File: config.mk
export PLATFORM = sky130hd
export DESIGN_NAME = alu_sequencer
export DESIGN_NICKNAME = d
export VERILOG_FILES = /design/src/rtl/alu_sequencer.sv
export SDC_FILE = /design/constraint.sdc
export NUM_CORES = 1
export LEC_CHECK = 0
export CAP_MARGIN = 15
export CORE_MARGIN = 8
export CORE_UTILIZATION = 30
export DETAILED_ROUTE_END_ITERATION = 7
export HOLD_SLACK_MARGIN = 0.15
export PLACE_DENSITY = 0.67
export SLEW_MARGIN = 20
export SYNTH_ARGS = -nofsm -noshare
export SYNTH_HDL_FRONTEND = slang
export SYNTH_SLANG_ARGS = --single-unit
File: constraint.sdc
create_clock -name clk_in -period 4.4 [get_ports clk_in]
set_input_delay 0.88 -clock clk_in [delete_from_list [all_inputs] [get_ports clk_in]]
set_output_delay 0.88 -clock clk_in [all_outputs]
set_load 0.05 [all_outputs]
File: src/rtl/alu_sequencer.sv
// alu_sequencer: executes one ALU-class CHIP-8 instruction (3xkk, 4xkk, 5xy0,
// 7xkk, 9xy0, 8xyN, Fx1E). Reads Vx/Vy/I, drives the shared ALU, holds its
// operands stable until the ALU reports done, then writes result/VF/I back
// and reports skip. The ALU is held in reset outside EXEC so it starts clean.
// Compile-time option: VF_RESET_QUIRK_EN -- logic ops 8xy1/8xy2/8xy3 also
// write VF=0 (original COSMAC VIP behaviour). Undefined: VF untouched by them.
package alu_seq_pkg;
  typedef enum logic [3:0] {
    ALU_ADD  = 4'd0,
    ALU_SUB  = 4'd1,
    ALU_OR   = 4'd2,
    ALU_AND  = 4'd3,
    ALU_XOR  = 4'd4,
    ALU_SHR  = 4'd5,
    ALU_SHL  = 4'd6,
    ALU_SE   = 4'd7,
    ALU_SNE  = 4'd8,
    ALU_ADDL = 4'd9
  } alu_op_e;

  typedef struct packed {
    alu_op_e     op;
    logic [7:0]  operand_a;
    logic [7:0]  operand_b;
    logic [15:0] operand_b_long;
  } alu_input;
endpackage

module alu_sequencer
  import alu_seq_pkg::*;
#(
  parameter int TIMEOUT_CYCLES = 16
) (
  input  logic        clk_in,
  input  logic        rst_in,
  input  logic        instr_valid,
  input  logic [15:0] instr,
  output logic        instr_ready,
  output logic [3:0]  vx_addr,
  output logic [3:0]  vy_addr,
  input  logic [7:0]  vx_data,
  input  logic [7:0]  vy_data,
  input  logic [15:0] i_data,
  output logic        reg_we,
  output logic [3:0]  reg_waddr,
  output logic [7:0]  reg_wdata,
  output logic        i_we,
  output logic [15:0] i_wdata,
  output logic        alu_rst,
  output alu_input    alu_in,
  input  logic [7:0]  alu_result,
  input  logic [15:0] alu_result_long,
  input  logic        alu_overflow,
  input  logic        alu_done,
  output logic        done,
  output logic        skip,
  output logic        err
);
  localparam int WD_W = (TIMEOUT_CYCLES > 1) ? $clog2(TIMEOUT_CYCLES) : 1;
  localparam logic [WD_W-1:0] WD_LAST = WD_W'(TIMEOUT_CYCLES - 1);

  typedef enum logic [2:0] {
    S_IDLE, S_READ, S_EXEC, S_WB_RES, S_WB_FLAG, S_FINISH
  } state_e;

  state_e          state, state_next;
  logic [15:0]     instr_p0;
  logic [7:0]      res_p1;
  logic [15:0]     res_long_p1;
  logic            ovf_p1;
  logic            err_p0;
  logic [WD_W-1:0] wdog;
  logic            wdog_expire;
  alu_input        alu_next;

  logic [3:0] opc, fn;
  logic       is_skip, wr_reg, wr_i, wr_flag, flag_bit;

  assign opc         = instr_p0[15:12];
  assign fn          = instr_p0[3:0];
  assign wdog_expire = (wdog == WD_LAST);

  function automatic logic is_legal(input logic [15:0] op);
    logic ok;
    case (op[15:12])
      4'h3, 4'h4, 4'h7: ok = 1'b1;
      4'h5, 4'h9:       ok = (op[3:0] == 4'h0);
      4'h8:             ok = op[3:0] inside {4'h1, 4'h2, 4'h3, 4'h4, 4'h5, 4'h6, 4'h7, 4'hE};
      4'hF:             ok = (op[7:0] == 8'h1E);
      default:          ok = 1'b0;
    endcase
    return ok;
  endfunction

  // Classify the latched opcode into writeback / skip behaviour
  always_comb begin
    is_skip = opc inside {4'h3, 4'h4, 4'h5, 4'h9};
    wr_reg  = (opc == 4'h7) || (opc == 4'h8);
    wr_i    = (opc == 4'hF);
`ifdef VF_RESET_QUIRK_EN
    wr_flag  = (opc == 4'h8) && (fn inside {4'h1, 4'h2, 4'h3, 4'h4, 4'h5, 4'h6, 4'h7, 4'hE});
    flag_bit = ovf_p1 & ~(fn inside {4'h1, 4'h2, 4'h3});
`else
    wr_flag  = (opc == 4'h8) && (fn inside {4'h4, 4'h5, 4'h6, 4'h7, 4'hE});
    flag_bit = ovf_p1;
`endif
  end

  // Build the ALU request from the register-file read data during READ
  always_comb begin
    alu_next                = '{op: ALU_ADD, default: '0};
    alu_next.operand_a      = vx_data;
    alu_next.operand_b      = vy_data;
    case (opc)
      4'h3: begin alu_next.op = ALU_SE;  alu_next.operand_b = instr_p0[7:0]; end
      4'h4: begin alu_next.op = ALU_SNE; alu_next.operand_b = instr_p0[7:0]; end
      4'h5: alu_next.op = ALU_SE;
      4'h9: alu_next.op = ALU_SNE;
      4'h7: begin alu_next.op = ALU_ADD; alu_next.operand_b = instr_p0[7:0]; end
      4'h8: begin
        case (fn)
          4'h1: alu_next.op = ALU_OR;
          4'h2: alu_next.op = ALU_AND;
          4'h3: alu_next.op = ALU_XOR;
          4'h4: alu_next.op = ALU_ADD;
          4'h5: alu_next.op = ALU_SUB;
          4'h7: begin
            alu_next.op        = ALU_SUB;
            alu_next.operand_a = vy_data;
            alu_next.operand_b = vx_data;
          end
          4'h6: begin alu_next.op = ALU_SHR; alu_next.operand_b = 8'h01; end
          4'hE: begin alu_next.op = ALU_SHL; alu_next.operand_b = 8'h01; end
          default: alu_next.op = ALU_ADD;
        endcase
      end
      4'hF: begin
        alu_next.op             = ALU_ADDL;
        alu_next.operand_b_long = i_data & 16'h0FFF;
      end
      default: alu_next.op = ALU_ADD;
    endcase
  end

  // State register, error flag, watchdog and the held ALU request
  always_ff @(posedge clk_in) begin
    if (rst_in) begin
      state  <= S_IDLE;
      err_p0 <= 1'b0;
      wdog   <= '0;
      alu_in <= '{op: ALU_ADD, default: '0};
    end else begin
      state <= state_next;
      wdog  <= (state == S_EXEC) ? wdog + 1'b1 : '0;
      if (state == S_IDLE && instr_valid)
        err_p0 <= ~is_legal(instr);
      else if (state == S_EXEC && !alu_done && wdog_expire)
        err_p0 <= 1'b1;
      if (state == S_READ)
        alu_in <= alu_next;
    end
  end

  // Latched instruction and captured ALU results (data path, no reset)
  always_ff @(posedge clk_in) begin
    if (state == S_IDLE && instr_valid)
      instr_p0 <= instr;
    if (state == S_EXEC && alu_done) begin
      res_p1      <= alu_result;
      res_long_p1 <= alu_result_long;
      ovf_p1      <= alu_overflow;
    end
  end

  // Next-state logic; writeback states are bypassed when not needed
  always_comb begin
    state_next = state;
    case (state)
      S_IDLE:    if (instr_valid) state_next = is_legal(instr) ? S_READ : S_FINISH;
      S_READ:    state_next = S_EXEC;
      S_EXEC: begin
        if (alu_done)
          state_next = (wr_reg || wr_i) ? S_WB_RES : (wr_flag ? S_WB_FLAG : S_FINISH);
        else if (wdog_expire)
          state_next = S_FINISH;
      end
      S_WB_RES:  state_next = wr_flag ? S_WB_FLAG : S_FINISH;
      S_WB_FLAG: state_next = S_FINISH;
      S_FINISH:  state_next = S_IDLE;
      default:   state_next = S_IDLE;
    endcase
  end

  // Outputs decoded from the current state; strobes last exactly one cycle
  always_comb begin
    instr_ready = (state == S_IDLE);
    alu_rst     = (state != S_EXEC);
    vx_addr     = 4'h0;
    vy_addr     = 4'h0;
    reg_we      = 1'b0;
    reg_waddr   = 4'h0;
    reg_wdata   = 8'h00;
    i_we        = 1'b0;
    i_wdata     = 16'h0000;
    done        = 1'b0;
    skip        = 1'b0;
    err         = 1'b0;
    case (state)
      S_READ: begin
        vx_addr = instr_p0[11:8];
        vy_addr = instr_p0[7:4];
      end
      S_WB_RES: begin
        if (wr_i) begin
          i_we    = 1'b1;
          i_wdata = res_long_p1;
        end else begin
          reg_we    = 1'b1;
          reg_waddr = instr_p0[11:8];
          reg_wdata = res_p1;
        end
      end
      S_WB_FLAG: begin
        reg_we    = 1'b1;
        reg_waddr = 4'hF;
        reg_wdata = {7'b0, flag_bit};
      end
      S_FINISH: begin
        done = 1'b1;
        err  = err_p0;
        skip = is_skip & ~err_p0 & res_p1[0];
      end
      default: ;
    endcase
  end
endmodule

==> results of run 1 <==
==> sequential cells by signal, indices dropped and copies added, names as in the netlist <==
register / cells
instr_p0: 16
alu_in: 32
state: 3
err_p0: 1
flag_bit: 1
res_p1: 8
wdog: 4
res_long_p1: 16
==> placed cells by master, fill, tap and decap left out, types with 3 or more instances in the layout <==
cell / n
a211oi_1: 19
a21o_1: 4
a21oi_1: 23
a221oi_1: 6
and2_1: 29
and3_1: 11
buf_4: 3
clkbuf_16: 9
clkdlybuf4s50_1: 147
conb_1: 4
dfxtp_1: 40
edfxtp_1: 41
inv_1: 5
mux2i_1: 10
nand2_1: 27
nand2b_1: 6
nand3_1: 14
nor2_1: 32
nor3_1: 5
nor4_1: 3
o21ai_0: 5
xnor2_1: 3
xor2_1: 3
==> through the flow <==
step           power (uW)  hold slack, ns  cell area, um^2
2_1_floorplan        2090           0.418             3710
3_3_place_gp         2520           0.427             5170
3_5_place_dp         2550           0.442             5170
4_1_cts              3340           0.453             5480
5_1_grt              3490           0.476             5480
6_report             3310           0.451             5480
==> report_power, final <==
group          internal, uW  total [uW]  switching [uW]
clock network           493         781             288
logic                   482        1420             942
registers               969        1100             135
total                  1940        3310            1370
==> kinds of logic after synthesis <==
group,Yosys count
adder cells (fa/ha/maj),1
buffers and inverters,33
AND/OR/NAND/NOR,145
XOR/XNOR,6
multiplexers,10
other,1
flip-flops,81
AO/OA/AOI/OAI,69
==> final timing paths <==
check                                  start         end  cells past startpoint
worst max register to register      state[1]  alu_in[17]                      5
worst min register to register     alu_in[6]   alu_in[6]                      2
worst min-delay path               alu_in[6]   alu_in[6]                      2
worst max-delay path            instr_p0[13]  i_wdata[3]                      4
==> worst max-delay path, delay by kind of cell (launching register included) <==
kind	cells	cell delay (ns)
buf+inv	1	0.84
simple gates	3	1.36
flops	1	0.59
==> layout make-up <==
class	count	share of cell area, %
multi-input combinational	235	26.3
timing repair buffer	150	27.3
sequential	81	37.1
clock buffer	10	4.18
clock inverter	6	1.51
inverter	5	0.343
tap	147	3.36
==> synth_stat cells (6+ instances only) <==
library cell	n	area (um^2)
a211oi_1	19	143
a21oi_1	23	115
a221oi_1	6	52.6
and2_1	29	181
and3_1	11	68.8
clkbuf_1	10	37.5
dfxtp_1	40	801
edfxtp_1	41	1230
mux2i_1	10	100
nand2_1	27	101
nand2b_1	6	37.5
nand3_1	14	70.1
nor2_1	33	124
==> metal layers <==
layer  wire, um  vias to the layer above
met2       5440                       84
met3        659                       15
li1           -                     1518
met1       4340                     1418
met5          0                        -
met4        216                        0
==> impl_metrics.tcl, run 1 <==
set metrics [dict create \
    status "finished, final reports clean" \
    path_cells "and4_1, and3_1, and2_1, clkdlybuf4s50_1" \
    use_met1_pct 14.1 \
    fp-row-count 40 \
    ir_worst_vdd_v 0.000536 \
    drive_gt1_share_pct 5.34 \
    dp_slack_ns 0.730 \
    cts_setup_buffers 0 \
    synthSimpleGateAreaFrac_pct 21.3 \
    grt_max_degree 37 \
    synth_seq_cells 81 \
    r2r_setup_slack_ns 2.00 \
    startpoint_type "flop" \
    fin_cells 634 \
    syn_inst 346 \
    drt-total-wl_mm 10.7 \
    htree_num_levels 3 \
    drt_iter0_markers 167 \
    synth_cell_types 54 \
    drtPass1Iterations 4 \
    cts-root-buf "clkbuf_16" \
    hold_class "reg -> reg" \
    setup-tns-final_ns 0 \
    syn_area_per_cell_um2 10.7 \
    core_region_area_um2 12000 \
    met2_usage_pct 22.6 \
    seq_area_frac_synth_pct 55.0 \
    post_cts_resize_count 0 \
    synth_top_family_by_area "simple AND/OR/NAND/NOR gates" \
    slew_headroom_pct 40.5 \
    clkSlewWorstSetupHoldPaths_ns 0.06 \
    yosysWarnings 0 \
    endpoint_kind "primary output" \
    diodes 0 \
    synthMuxAreaShare_pct 2.71 \
    dp_cells 618 \
    p_leak_uw 0.00195 \
    crit_type "reg -> out" \
    grt.busiest_layer "met2" \
    use_met3_pct 3.74 \
    vias_per_cell 4.79 \
    fillers 1132 \
    synth-edff-count 41 \
    drv_cap 0 \
    clk_path_buf_depth 2 \
    finalCoreUtilization_pct 45.6 \
    cts_sinks 81 \
    rsz0062_at_grt "no" \
    hold_viol_final 0 \
    fin_crit_ns 4.01 \
    critPathMaxFanout 17 \
    grt_pass1_vias 3019 \
    wl_per_cell_um 16.8 \
    dieWidth_um 127 \
    fp.dieArea_um2 16100 \
    async_reset_ff_share_pct 0 \
    synthAdderAreaFrac_pct 0.338 \
    tightest_slew_ns 0.892 \
    seqCellArea_um2 2030 \
    portBuffers 147 \
    overflow 0 \
    cts_hold_buf 0 \
    clk_latency_ns 0.33 \
    cpPeakStageDelay_ns 0.84 \
    io_pins 156 \
    fp.dieH_um 127 \
    synth_compound_area_share_pct 12.7 \
    drc 0 \
    power_density_nw_per_um2 604 \
    finalCritPeriodShare_pct 91.2 \
    cts_made_buffers 9 \
    nets 560 \
    multiInputGateArea_um2 1440 \
    antenna_found_initial 0 \
    gp_congestion 0.779 \
    ys.flop_type "edfxtp_1" \
    syn_area_um2 3700 \
    timing.final.ws_setup_ns 0.386 \
    syn2layout_area_growth_pct 48.2 \
    fmax_mhz 249 \
    start_util_pct 30.8 \
    skew_ns 0.00504 \
    dp.final_hpwl_mm 8.17 \
    cpMaxStageDelayCell "clkdlybuf4s50_1" \
    required_ns 3.52 \
    synth-xor-area-share_pct 1.42 \
    cts_tree "built" \
    vias 3035 \
    grt_pass1_wl_mm 16.3 \
    postRouteAntennaNets 0 \
    grt.total_usage_pct 12.7 \
    slew_violations 0 \
    cp_data_arrival_time_ns 3.13 \
    setup_viol 0 \
]
No activity file was read; power rests on OpenSTA's default activity.
==> run 2, diff against run 1 <==
--- a/config.mk
+++ b/config.mk
@@ -9,6 +9,7 @@
 export CORE_MARGIN = 8
 export CORE_UTILIZATION = 30
 export DETAILED_ROUTE_END_ITERATION = 7
+export GPL_ROUTABILITY_DRIVEN = 1
 export HOLD_SLACK_MARGIN = 0.15
 export PLACE_DENSITY = 0.67
 export SLEW_MARGIN = 20
==> results of run 2 <==
Same layout as run 1: the final DEF is identical, and so are final timing and power.
